===== config.mk =====
export PLATFORM = sky130hd
export DESIGN_NAME = ps2_key_serializer
export DESIGN_NICKNAME = d
export VERILOG_FILES = /design/src/rtl/ps2_pkg.sv /design/src/rtl/ps2_byte_fifo.sv /design/src/rtl/ps2_key_serializer.sv
export SDC_FILE = /design/constraint.sdc
export NUM_CORES = 1
export LEC_CHECK = 0
export BUFFER_PORTS_ARGS = -buffer_cell sky130_fd_sc_hd__buf_2
export CAP_MARGIN = 20
export CORE_ASPECT_RATIO = 2
export CORE_MARGIN = 1.5
export CORE_UTILIZATION = 40
export CTS_CLUSTER_DIAMETER = 150
export CTS_CLUSTER_SIZE = 14
export DETAILED_ROUTE_END_ITERATION = 10
export SETUP_SLACK_MARGIN = 0.2
export SLEW_MARGIN = 5
export SYNTH_ARGS = -nofsm -noshare
export SYNTH_HDL_FRONTEND = slang
export SYNTH_SLANG_ARGS = --single-unit

===== constraint.sdc =====
create_clock -name clk_sys -period 3.6 [get_ports clk_sys]
set_clock_uncertainty 0.15 [all_clocks]
set_input_delay 0.36 -clock clk_sys [delete_from_list [all_inputs] [get_ports clk_sys]]
set_output_delay 0.36 -clock clk_sys [all_outputs]
set_load 0.01 [all_outputs]

===== src/rtl/ps2_pkg.sv =====
// ps2_pkg: shared FSM states, PS/2 prefix bytes and device-to-host frame builder
package ps2_pkg;
  typedef enum logic [2:0] {ST_IDLE, ST_LOAD, ST_HIGH, ST_LOW, ST_GAP, ST_INHIBIT} state_t;
  localparam logic [7:0] PS2_EXT = 8'hE0;
  localparam logic [7:0] PS2_BREAK = 8'hF0;
  localparam int FRAME_BITS = 11;
  function automatic logic [FRAME_BITS-1:0] ps2_frame(input logic [7:0] b);
    return {1'b1, ~^b, b, 1'b0};
  endfunction
endpackage


===== src/rtl/ps2_byte_fifo.sv =====
// ps2_byte_fifo: synchronous byte FIFO with wrap-bit pointers, occupancy count and async reset
module ps2_byte_fifo #(
  parameter int DEPTH = 8
) (
  input  logic                     clk,
  input  logic                     rst,
  input  logic                     i_wr,
  input  logic [7:0]               i_wdata,
  input  logic                     i_rd,
  output logic [7:0]               o_rdata,
  output logic [$clog2(DEPTH):0]   o_count,
  output logic                     o_empty,
  output logic                     o_full
);
  localparam int AW = $clog2(DEPTH);
  logic [7:0] r_mem [DEPTH];
  logic [AW:0] r_wp, r_rp;
  always_ff @(posedge clk or posedge rst)
    if (rst) begin
      r_wp <= '0;
      r_rp <= '0;
    end else begin
      if (i_wr && !o_full) r_wp <= r_wp + 1'b1;
      if (i_rd && !o_empty) r_rp <= r_rp + 1'b1;
    end
  always_ff @(posedge clk)
    if (i_wr && !o_full) r_mem[r_wp[AW-1:0]] <= i_wdata;
  assign o_rdata = r_mem[r_rp[AW-1:0]];
  assign o_count = r_wp - r_rp;
  assign o_empty = r_wp == r_rp;
  assign o_full = (r_wp[AW] != r_rp[AW]) && (r_wp[AW-1:0] == r_rp[AW-1:0]);
endmodule


===== src/rtl/ps2_key_serializer.sv =====
// ps2_key_serializer: turns hps_io ps2_key toggle events into set-2 bytes shifted out as PS/2 device frames
module ps2_key_serializer
  import ps2_pkg::*;
#(
  parameter int CLK_DIV    = 1145,
  parameter int GAP        = 2291,
  parameter int FIFO_DEPTH = 8
) (
  input  logic        clk_sys,
  input  logic        reset,
  input  logic [10:0] ps2_key,
  input  logic        ps2_clk_in,
  input  logic        ps2_data_in,
  output logic        ps2_clk_out,
  output logic        ps2_data_out,
  output logic        busy,
  output logic        overflow
);
  localparam int AW = $clog2(FIFO_DEPTH);
  localparam int CW = $clog2((CLK_DIV > GAP ? CLK_DIV : GAP) + 1);
  state_t r_state, w_next;
  logic [CW-1:0] r_cnt;
  logic [3:0] r_idx;
  logic [FRAME_BITS-1:0] r_shift;
  logic r_tog, r_armed, r_ovf;
  logic [23:0] r_stg;
  logic [1:0] r_stg_n;
  logic [7:0] w_head, w_b0, w_b1;
  logic [AW:0] w_count;
  logic [AW+1:0] w_free;
  logic [1:0] w_len;
  logic w_empty, w_full, w_pop, w_evt, w_fit, w_div_done, w_gap_done, w_unused;
  ps2_byte_fifo #(.DEPTH(FIFO_DEPTH)) u_fifo (
    .clk(clk_sys), .rst(reset),
    .i_wr(r_stg_n != 2'd0), .i_wdata(r_stg[7:0]), .i_rd(w_pop),
    .o_rdata(w_head), .o_count(w_count), .o_empty(w_empty), .o_full(w_full)
  );
  assign w_unused = ^{ps2_data_in, w_full};
  assign w_b0 = ps2_key[8] ? PS2_EXT : (ps2_key[9] ? ps2_key[7:0] : PS2_BREAK);
  assign w_b1 = ps2_key[8] ? (ps2_key[9] ? ps2_key[7:0] : PS2_BREAK) : ps2_key[7:0];
  assign w_len = 2'd1 + {1'b0, ps2_key[8]} + {1'b0, ~ps2_key[9]};
  assign w_evt = r_armed && (ps2_key[10] != r_tog) && (r_stg_n == 2'd0);
  assign w_free = (AW+2)'(FIFO_DEPTH) - {1'b0, w_count} + (AW+2)'(w_pop);
  assign w_fit = w_free >= {{AW{1'b0}}, w_len};
  always_ff @(posedge clk_sys or posedge reset)
    if (reset) begin
      r_tog <= 1'b0;
      r_armed <= 1'b0;
      r_ovf <= 1'b0;
      r_stg <= '0;
      r_stg_n <= '0;
    end else begin
      r_armed <= 1'b1;
      if (!r_armed || w_evt) r_tog <= ps2_key[10];
      if (w_evt && w_fit) begin
        r_stg <= {ps2_key[7:0], w_b1, w_b0};
        r_stg_n <= w_len;
      end else if (r_stg_n != 2'd0) begin
        r_stg <= r_stg >> 8;
        r_stg_n <= r_stg_n - 1'b1;
      end
      if (w_evt && !w_fit) r_ovf <= 1'b1;
    end
  assign w_div_done = r_cnt == CW'(CLK_DIV - 1);
  assign w_gap_done = r_cnt == CW'(GAP - 1);
  assign w_pop = (r_state == ST_LOW) && w_div_done && (r_idx == 4'd10);
  always_ff @(posedge clk_sys or posedge reset)
    if (reset) r_state <= ST_IDLE;
    else r_state <= w_next;
  always_comb begin
    w_next = r_state;
    case (r_state)
      ST_IDLE:    w_next = (!w_empty && ps2_clk_in) ? ST_LOAD : ST_IDLE;
      ST_LOAD:    w_next = ST_HIGH;
      ST_HIGH:    w_next = !w_div_done ? ST_HIGH : (!ps2_clk_in && r_idx < 4'd10) ? ST_INHIBIT : ST_LOW;
      ST_LOW:     w_next = !w_div_done ? ST_LOW : (r_idx == 4'd10) ? ST_GAP : ST_HIGH;
      ST_GAP:     w_next = w_gap_done ? ST_IDLE : ST_GAP;
      ST_INHIBIT: w_next = (ps2_clk_in && w_gap_done) ? ST_IDLE : ST_INHIBIT;
      default:    w_next = ST_IDLE;
    endcase
  end
  always_ff @(posedge clk_sys or posedge reset)
    if (reset) begin
      r_cnt <= '0;
      r_idx <= '0;
      r_shift <= '1;
    end else begin
      r_cnt <= (w_next != r_state || (r_state == ST_INHIBIT && !ps2_clk_in)) ? '0 : r_cnt + 1'b1;
      if (r_state == ST_LOAD) begin
        r_shift <= ps2_frame(w_head);
        r_idx <= '0;
      end else if (w_div_done && r_state == ST_LOW && r_idx != 4'd10) r_idx <= r_idx + 1'b1;
    end
  always_comb begin
    ps2_clk_out = r_state != ST_LOW;
    ps2_data_out = (r_state == ST_HIGH || r_state == ST_LOW) ? r_shift[r_idx] : 1'b1;
  end
  assign busy = !w_empty || r_state != ST_IDLE;
  assign overflow = r_ovf;
endmodule

Yosys cells after proc, flatten, opt, wreduce, memory -nomap -nowiden
Memory sizes are Yosys's and may differ from the RTL's. Index checks and enable logic that the tools add are counted.

Memories: 1. Bits in read-only memories: 0. Latch bits: 0. Output and inout port bits: 4. Bits in writable memories: 64. Register bits: 66.

Memories: u_fifo.r_mem (depth 8, width 8, read ports 1, clocked after Yosys merged registers in 0, wr ports 1, RTL line ps2_byte_fifo.sv:16) `logic [7:0] r_mem [DEPTH];`.

Shift-type cells: 0. Eq/ne operators: 15. Add/sub/neg operators: 10. Muxes and demuxes: 23. Multipliers: 0. Divide/modulo/power cells: 0. Order comparisons: 3. Bitwise operators: 1. Reduce and logical (&&, ||, !) cells: 30.

Operators by type and width (number): $mux 24 (2); $mux 8 (3); $mux 3 (6); $pmux 3 s6 (1); $logic_and 1x1->1 (14); $add 12x1->12 const B (1); $add 4x1->4 const B (3); $eq 12x11->1 const B (1); $eq 12x12->1 const B (1); $mux 12 (1); $mux 4 (2); $reduce_xnor 8->1 (1); $eq 3x2->1 const B (2); $eq 3x3->1 const B (2); $reduce_bool 2->1 (3); $add 5x1->5 (1); $ge 5x2->1 (1); $logic_not 1->1 (5); $lt 4x5->1 const B (1); $mux 1 (5); $sub 4x4->5 const A (1); $bmux 1 s4 (1); $eq 4x4->1 (1); $eq 4x4->1 const B (1); 17 further kinds (22).

Longest topological paths before layout
Gate-level depths: netlist of run 1.

Word-level depth: 8. Mapped depth: 15.

Cells and area by module
Synthesis of run 1 repeated with hierarchy kept, for this count alone.

Cells, all modules: 487. Area total of the unflattened synthesis: 6093.3 µm².

Modules (own cells, without submodules): ps2_key_serializer (times used 1, cells an instance 319, area an instance 3099.2 µm²); ps2_byte_fifo (times used 1, cells an instance 168, area an instance 2994.1 µm²).

Least setup slack after synthesis of run 1
OpenSTA, ideal clock, no wires.

Kind: register -> register. From: register r_cnt[2]. To: register r_stg_n[1]. Arrival time: 3.229 ns. Period minus slack after synthesis: 3.505 ns. Path buffers: 1. Setup time: 0.126 ns. Cell stages (with the launch flop): 13. Path slack: 0.095 ns. Cell sequence: dfrtp_1 or3_1 nor4_4 nand4_1 ha_1 inv_1 ha_1 ha_1 a21oi_1 a41oi_2 and2_1 buf_2 a221o_1.

Cells in the longest elaborated chain, start to end: 7. Elaborated cells on any way between the ends: 8.

RTL lines: start: declaration (RTL line ps2_key_serializer.sv:22) `logic [CW-1:0] r_cnt;`; start signal: assignment (RTL line ps2_key_serializer.sv:88) `r_cnt <= (w_next != r_state || (r_state == ST_INHIBIT && !ps2_clk_in)) ? '0 : r_cnt + 1'b1;`; $eq 12x11->1 (*) (RTL line ps2_key_serializer.sv:64) `assign w_div_done = r_cnt == CW'(CLK_DIV - 1);`; $logic_and 1x1->1 (*) (2 in a row) (RTL line ps2_key_serializer.sv:66) `assign w_pop = (r_state == ST_LOW) && w_div_done && (r_idx == 4'd10);`; $add 5x1->5 (*) (RTL line ps2_key_serializer.sv:43) `assign w_free = (AW+2)'(FIFO_DEPTH) - {1'b0, w_count} + (AW+2)'(w_pop);`; $ge 5x2->1 (*) (RTL line ps2_key_serializer.sv:44) `assign w_fit = w_free >= {{AW{1'b0}}, w_len};`; $logic_and 1x1->1 (*) (RTL line ps2_key_serializer.sv:55) `if (w_evt && w_fit) begin`; $mux 2 or $reduce_bool 2->1 (tied branches); end signal: assignment (RTL line ps2_key_serializer.sv:57) `r_stg_n <= w_len;`; end signal: assignment (RTL line ps2_key_serializer.sv:60) `r_stg_n <= r_stg_n - 1'b1;`; end: declaration (RTL line ps2_key_serializer.sv:27) `logic [1:0] r_stg_n;`.

Mark *: on every way between the ends. The rest lies on a longest branch, timed or not. A chain may end at the register's enable or synchronous reset.

Worst setup path after layout of run 1
From: register r_cnt[2]. To: register r_stg[15].

Cells in the longest elaborated chain, start to end: 7. Elaborated cells on any way between the ends: 8.

RTL lines: $eq 12x11->1 (*) (RTL line ps2_key_serializer.sv:64); $logic_and 1x1->1 (*) (2 in a row) (RTL line ps2_key_serializer.sv:66); $add 5x1->5 (*) (RTL line ps2_key_serializer.sv:43); $ge 5x2->1 (*) (RTL line ps2_key_serializer.sv:44); $logic_and 1x1->1 (*) (RTL line ps2_key_serializer.sv:55); $mux 24 or $reduce_bool 2->1 (tied branches); end signal: assignment (RTL line ps2_key_serializer.sv:56) `r_stg <= {ps2_key[7:0], w_b1, w_b0};`; end signal: assignment (RTL line ps2_key_serializer.sv:59) `r_stg <= r_stg >> 8;`; end: declaration (RTL line ps2_key_serializer.sv:26) `logic [23:0] r_stg;`.

Marked as above.

==> results.json, run 1 <==
{
  "cts_made_buffers": 17,
  "dieHeight_um": 177,
  "syn_inst": 465,
  "crit_type": "flop to flop",
  "placed_cells": 686,
  "fmax_mhz": 311,
  "min-delay-start": "ps2_key[7]",
  "final_nets": 552,
  "r2r_slack_ns": 0.39,
  "hold_depth": 3,
  "cts.sinks": 130,
  "p_leak_nw": 2.92,
  "port_buffers": 17,
  "cts_htree_levels": 4,
  "core_um2": 14800,
  "overflow": 0,
  "vias": 3734,
  "hold_viol_final": 0,
  "cts_buffer_depth": 2,
  "grt_use_total_pct": 15.9,
  "synth-edff-count": 64,
  "worstHoldEndpoint": "r_stg[23]$_DFFE_PP0P_",
  "maxSlewViolCount": 0,
  "r2r-start": "r_cnt[2]$_DFF_PP0_",
  "ios": 19,
  "finalPower_w": 0.00578,
  "cpPeakStageDelay_ns": 0.40,
  "path_cells": "or3_4 -> nor4_4 -> nand4_1 -> ha_4 -> inv_4 -> ha_4 -> ha_4 -> a21oi_4 -> a41oi_4 -> buf_6 -> and3_4 -> a221o_1",
  "antenna_found_initial": 0,
  "cap_violations": 0,
  "slowest_stage": "or3_4",
  "initial_utilization_pct": 41.0,
  "instances_no_fill": 728,
  "drt_iter0_markers": 114,
  "pwr_density_cell_nw_per_um2": 784,
  "rows": 63,
  "synth.distinct_cells": 59,
  "first_global_vias": 4088,
  "grt_first_pass_wirelength_um": 19400,
  "grt_max_degree": 51,
  "timing.rr.end": "r_stg[15]$_DFFE_PP0P_",
  "vdd_drop_max_mv": 0.390,
  "dr.pass1.iters": 4,
  "cts-root-buf": "clkbuf_16",
  "synth_fp_nets": 497,
  "dpl.hpwl_um": 8360,
  "rsz0062_at_grt": "false",
  "clk_pin_slew_ns": 0.06,
  "synth_seq_cells": 130,
  "layout_min_cycle_time_ns": 3.21,
  "synth.avg_cell_area_um2": 13.1,
  "startpoint_type": "flop",
  "clk_latency_ns": 0.41,
  "pre_cts_ws_ns": -0.00931,
  "yosysWarnings": 0,
  "cp-end-kind": "flop",
  "synthFlopType": "edfxtp_1",
  "final_common_cell": "edfxtp_1",
  "reg2regPathDepth": 12,
  "required_ns": 3.75,
  "dieArea_um2": 16000,
  "die_w_um": 90.2,
  "drive_above_1_share_pct": 26.3,
  "avgRoutedWirePerCell_um": 16.2,
  "place_congestion": 0.754,
  "synthesis.area_um2": 6080,
  "final_cell_mix": "edfxtp_1 (64), dfrtp_1 (56), nor2_1 (40)",
  "hp-class": "input pin to flop",
  "relSlewSlack_pct": 48.0,
  "viasPerCell": 5.13,
  "area_growth_pct": 21.2,
  "path_common_cell": "ha_4",
  "async_reset_ff_share_pct": 50.8,
  "route.detailed.drc": 0,
  "ant_nets": 0,
  "worst_slew_pin_slew_ns": 0.778,
  "cts_tree": "built",
  "cp.arrival_ns": 3.36,
  "diodes": 0,
  "path_max_fanout": 5,
  "outcome": "completed",
  "fin_crit_sh_pct": 89.2,
  "synth-seq-area-share_pct": 59.0,
  "final.setup.worst_slack_ns": 0.388,
  "setup_violations": 0,
  "whs_ns": 0.0494,
  "totalWireLength_um": 11800
}
==> state kept, by name, indices dropped and copies added (netlist names) <==
signal and cells:
r_stg_n 2, u_fifo.r_mem 64, u_fifo.r_rp 4, r_stg 24, r_cnt 12, r_shift 10
r_tog 1, r_armed 1, overflow 1, r_idx 4, r_state 3, u_fifo.r_wp 4
==> metal layers <==
metal	vias up	share of wire, %	track usage [%]
met2	61	60	31.4
li1	1806	-	-
met4	0	3.4	8.53
met3	32	2.5	3.98
met5	-	0	0
met1	1835	34	14.4
==> how the worst max path moves through the flow <==
| stage | from | endpoint | slack [ns] | depth (start not counted) |
|---|---|---|---|---|
| 2_1_floorplan | r_cnt[2]$_DFF_PP0_ | r_stg_n[1]$_DFFE_PP0P_ | 0.28 | 12 |
| 3_5_place_dp | r_cnt[0]$_DFF_PP0_ | r_stg[12]$_DFFE_PP0P_ | -0.009 | 13 |
| 6_report | r_cnt[2]$_DFF_PP0_ | r_stg[15]$_DFFE_PP0P_ | 0.39 | 12 |
| 5_1_grt | r_cnt[1]$_DFF_PP0_ | r_stg[4]$_DFFE_PP0P_ | 0.22 | 14 |
| 4_1_cts | r_cnt[2]$_DFF_PP0_ | r_stg[15]$_DFFE_PP0P_ | 0.22 | 12 |
| 3_3_place_gp | r_cnt[2]$_DFF_PP0_ | r_stg_n[1]$_DFFE_PP0P_ | 0.07 | 11 |
==> worst max-delay path, delay by kind of cell, from the launching register on <==
kind / cells / cell delay (ns)
and+or+nand+nor: 4 / 0.97
adders and majority gates: 3 / 0.68
AOI/OAI and AO/OA: 3 / 0.66
DFF: 1 / 0.37
buffers and inverters: 2 / 0.26
==> logic make-up after synthesis <==
group	count (synthesis)	synth area share (%)
AND/OR/NAND/NOR	135	10.9
buffers and inverters	42	3.03
adder cells (fa/ha/maj)	17	3.62
AO/OA/AOI/OAI	59	6.65
XOR/XNOR	32	4.61
other	1	0.0617
flip-flops	130	59.0
multiplexers	49	12.1
==> metrics by stage <==
| step | utilization [%] | setup TNS [ns] | instance area (um2) |
|---|---|---|---|
| after floorplan | - | 0 | 6080 |
| after CTS | 48.8 | 0 | 7230 |
| after detailed placement | 44.0 | -0.0261 | 6520 |
| after global placement | 44.0 | 0 | 6520 |
| after global routing | 49.7 | 0 | 7360 |
| final | 49.7 | 0 | 7360 |
==> cell type report <==
| type | instances | area, um2 |
|---|---|---|
| inverters | 24 | 92.6 |
| clock buffers | 17 | 425 |
| clock inverters | 15 | 173 |
| fillers | 1359 | 7460 |
| flip-flops and latches | 130 | 3590 |
| multi-input cells | 293 | 2450 |
| well taps | 195 | 244 |
| repair buffers | 54 | 393 |
==> cell usage after synthesis, types with 7 or more instances <==
master,number,share of area [%]
nand2b_1,10,1.0
a21oi_1,21,1.7
ha_1,16,3.3
and3_1,7,0.72
mux2i_1,26,4.3
o21ai_1,10,0.82
nor2_1,41,2.5
dfrtp_1,56,23
nand3_1,15,1.2
xor2_1,11,1.6
dfstp_2,10,4.3
inv_1,23,1.4
edfxtp_1,64,32
a221o_1,7,1.2
nand2_1,34,2.1
clkbuf_1,10,0.62
mux4_2,18,6.7
xnor2_1,21,3.0
==> power breakdown <==
part | leakage [nW] | internal [W] | switching, W
clock | 0.283 | 0.00104 | 0.000691
sequential | 1.46 | 0.00210 | 0.000238
combinational | 1.18 | 0.000749 | 0.000954
==> what timing repair did <==
| item | 4_1_cts | 5_1_grt |
|---|---|---|
| setup buffers | 5 | 3 |
| pin swaps | 6 | 5 |
| resized for setup | 11 | 15 |
| setup endpoints to repair | 18 | 26 |
| hold buffers | 0 | 1 |
| endpoints found under the hold margin | 0 | 11 |
(Power assumes the default switching activity.)
==> run 2, diff against run 1 <==
--- a/config.mk
+++ b/config.mk
@@ -9,7 +9,7 @@
 export CAP_MARGIN = 20
 export CORE_ASPECT_RATIO = 2
 export CORE_MARGIN = 1.5
-export CORE_UTILIZATION = 40
+export CORE_UTILIZATION = 30
 export CTS_CLUSTER_DIAMETER = 150
 export CTS_CLUSTER_SIZE = 14
 export DETAILED_ROUTE_END_ITERATION = 10
@@ -17,4 +17,5 @@
 export SLEW_MARGIN = 5
 export SYNTH_ARGS = -nofsm -noshare
 export SYNTH_HDL_FRONTEND = slang
+export SYNTH_HIERARCHICAL = 1
 export SYNTH_SLANG_ARGS = --single-unit
==> run 2 against run 1 <==
Sequential share of layout area shrank 1.6 points; synthesized area grew 0.21%; power shrank 6.5%; global-route usage shrank 3.1 points; first-iteration DRC count grew 61%; core utilization shrank 11 points; critical path depth grew 2; flip-flop and latch count is the same.
==> results.json, run 2 <==
{
  "outcome": "completed",
  "crit_family": "simple AND/OR/NAND/NOR gates",
  "syn_inst": 486,
  "fillerInstances": 1958,
  "diodes": 0,
  "crit_type": "flop to flop",
  "path_cells": "inv_2 -> ha_1 -> or3b_4 -> or4_4 -> nor2_4 -> nand2_4 -> ha_4 -> or3_1 -> a32o_2 -> buf_4 -> a21o_4 -> clkbuf_16 -> nor3_2 -> a21oi_1",
  "clk_latency_ns": 0.42,
  "initial_utilization_pct": 30.6,
  "port_buffers": 17,
  "antenna_found_initial": 0,
  "tns_ns": 0,
  "final_nets": 582,
  "final_common_cell": "edfxtp_1",
  "totalWireLength_um": 12700,
  "multi_input_area_um2": 2460,
  "dieArea_um2": 21200,
  "fmax_mhz": 289,
  "dpl.hpwl_um": 8620,
  "p_leak_nw": 3.03,
  "setup_violations": 0,
  "final_cell_mix": "edfxtp_1 (64), dfrtp_1 (56), nand2_1 (55)",
  "cts_made_buffers": 17,
  "maxSlewViolCount": 0,
  "synth.avg_cell_area_um2": 12.5,
  "grt_max_degree": 50,
  "cts_tree": "built",
  "synth_fp_nets": 518,
  "cpPeakStageDelay_ns": 0.45,
  "dr.pass1.iters": 6,
  "cp.arrival_ns": 3.62,
  "cts-root-buf": "clkbuf_16",
  "vdd_drop_max_mv": 0.398,
  "drt-met1-wl_um": 4350,
  "die_w_um": 104,
  "area_growth_pct": 25.0,
  "required_ns": 3.75,
  "overflow": 0,
  "place_congestion": 0.812,
  "avgRoutedWirePerCell_um": 15.4,
  "cp_num_buf_inv": 3,
  "cts_buffer_depth": 2,
  "register_area_um2": 3590,
  "fin_crit_sh_pct": 96.2,
  "drt_iter0_markers": 183,
  "cts_htree_levels": 4,
  "vias": 3940,
  "yosysWarnings": 6,
  "clk_pin_slew_ns": 0.06,
  "cts.sinks": 130,
  "first_global_vias": 4195,
  "path_max_fanout": 7,
  "rows": 73,
  "highest-signal-layer": "met4",
  "ios": 19,
  "r2r_slack_ns": 0.14,
  "slowest_stage": "or4_4",
  "relSlewSlack_pct": 42.5,
  "grt_use_total_pct": 12.8,
  "dieHeight_um": 204,
  "viasPerCell": 4.78,
  "dr_wl_met2_um": 7760,
  "layout_min_cycle_time_ns": 3.46,
  "core_um2": 19900,
  "route.detailed.drc": 0,
  "final_util_pct": 38.2,
  "largest_reg_flops": 64,
  "dr_wl_met3_um": 260,
  "cp-end-kind": "flop",
  "startpoint_type": "flop",
  "rsz0062_at_grt": "true",
  "drive_above_1_share_pct": 30.0,
  "grt_first_pass_wirelength_um": 21100,
  "ant_nets": 0,
  "worst_slew_pin_slew_ns": 0.859,
  "hp-class": "input pin to flop",
  "cap_violations": 0,
  "synthesis.area_um2": 6090,
  "hold_viol_final": 0,
  "pwr_density_cell_nw_per_um2": 710
}
-- run 2: final cells by class --
cell class              count  share of cell area, %
inverters                  31                   1.53
repair buffers             63                   6.82
multi-input cells         307                   32.3
clock inverters            14                   2.33
flip-flops and latches    130                   47.1
clock buffers              18                   5.64
well taps                 262                   4.31
-- run 2: routing by layer --
layer,vias up,track usage (%)
met4,0,6.20
met5,-,0
met1,1978,11.8
li1,1881,-
met3,20,2.65
met2,61,26.0
-- run 2: what timing repair did --
item                                    in CTS  in global routing
setup buffers                                6                  5
cloned                                       3                  1
pin swaps                                    7                  6
resized for setup                           15                 14
endpoints found under the setup margin      26                 26
endpoints found under the hold margin        8                  0
hold buffers                                 1                  0
-- run 2: power by group --
group	switching, W	total, W	internal (W)
Clock	0.000663	0.00176	0.00110
Combinational	0.000803	0.00148	0.000674
Sequential	0.000187	0.00216	0.00198
-- run 2: worst min-delay path, cell delays in order --
cell and delay [ns]:
buf_2 0.10, nand2_1 0.05, nand2_1 0.05
-- run 2: worst paths after layout --
| check | startpoint | to | depth (start not counted) |
|---|---|---|---|
| worst max-delay path | r_cnt[0]$_DFF_PP0_ | r_stg[6]$_DFFE_PP0P_ | 14 |
| worst min-delay path | ps2_key[0] | r_stg[16]$_DFFE_PP0P_ | 3 |
| worst max register to register | r_cnt[0]$_DFF_PP0_ | r_stg[6]$_DFFE_PP0P_ | 14 |
| worst min register to register | r_shift[0]$_DFFE_PP1P_ | r_shift[0]$_DFFE_PP1P_ | 1 |
| max in group asynchronous | reset | r_shift[4]$_DFFE_PP1P_ | 5 |
| min in group asynchronous | reset | r_cnt[4]$_DFF_PP0_ | 3 |
-- run 2: metrics by stage --
step | total power [W] | setup slack [ns] | hold slack [ns] | instance area, um2 | std cells
after floorplan | 0.00298 | 0.100 | 0.0257 | 6150 | 486
after global placement | 0.00329 | -0.330 | 0.186 | 6660 | 776
after detailed placement | 0.00337 | -0.492 | 0.199 | 6660 | 776
after CTS | 0.00534 | 0.179 | 0.00635 | 7460 | 818
after global routing | 0.00569 | 0.0416 | 0.0261 | 7610 | 825
final | 0.00540 | 0.135 | 0.0196 | 7610 | 825
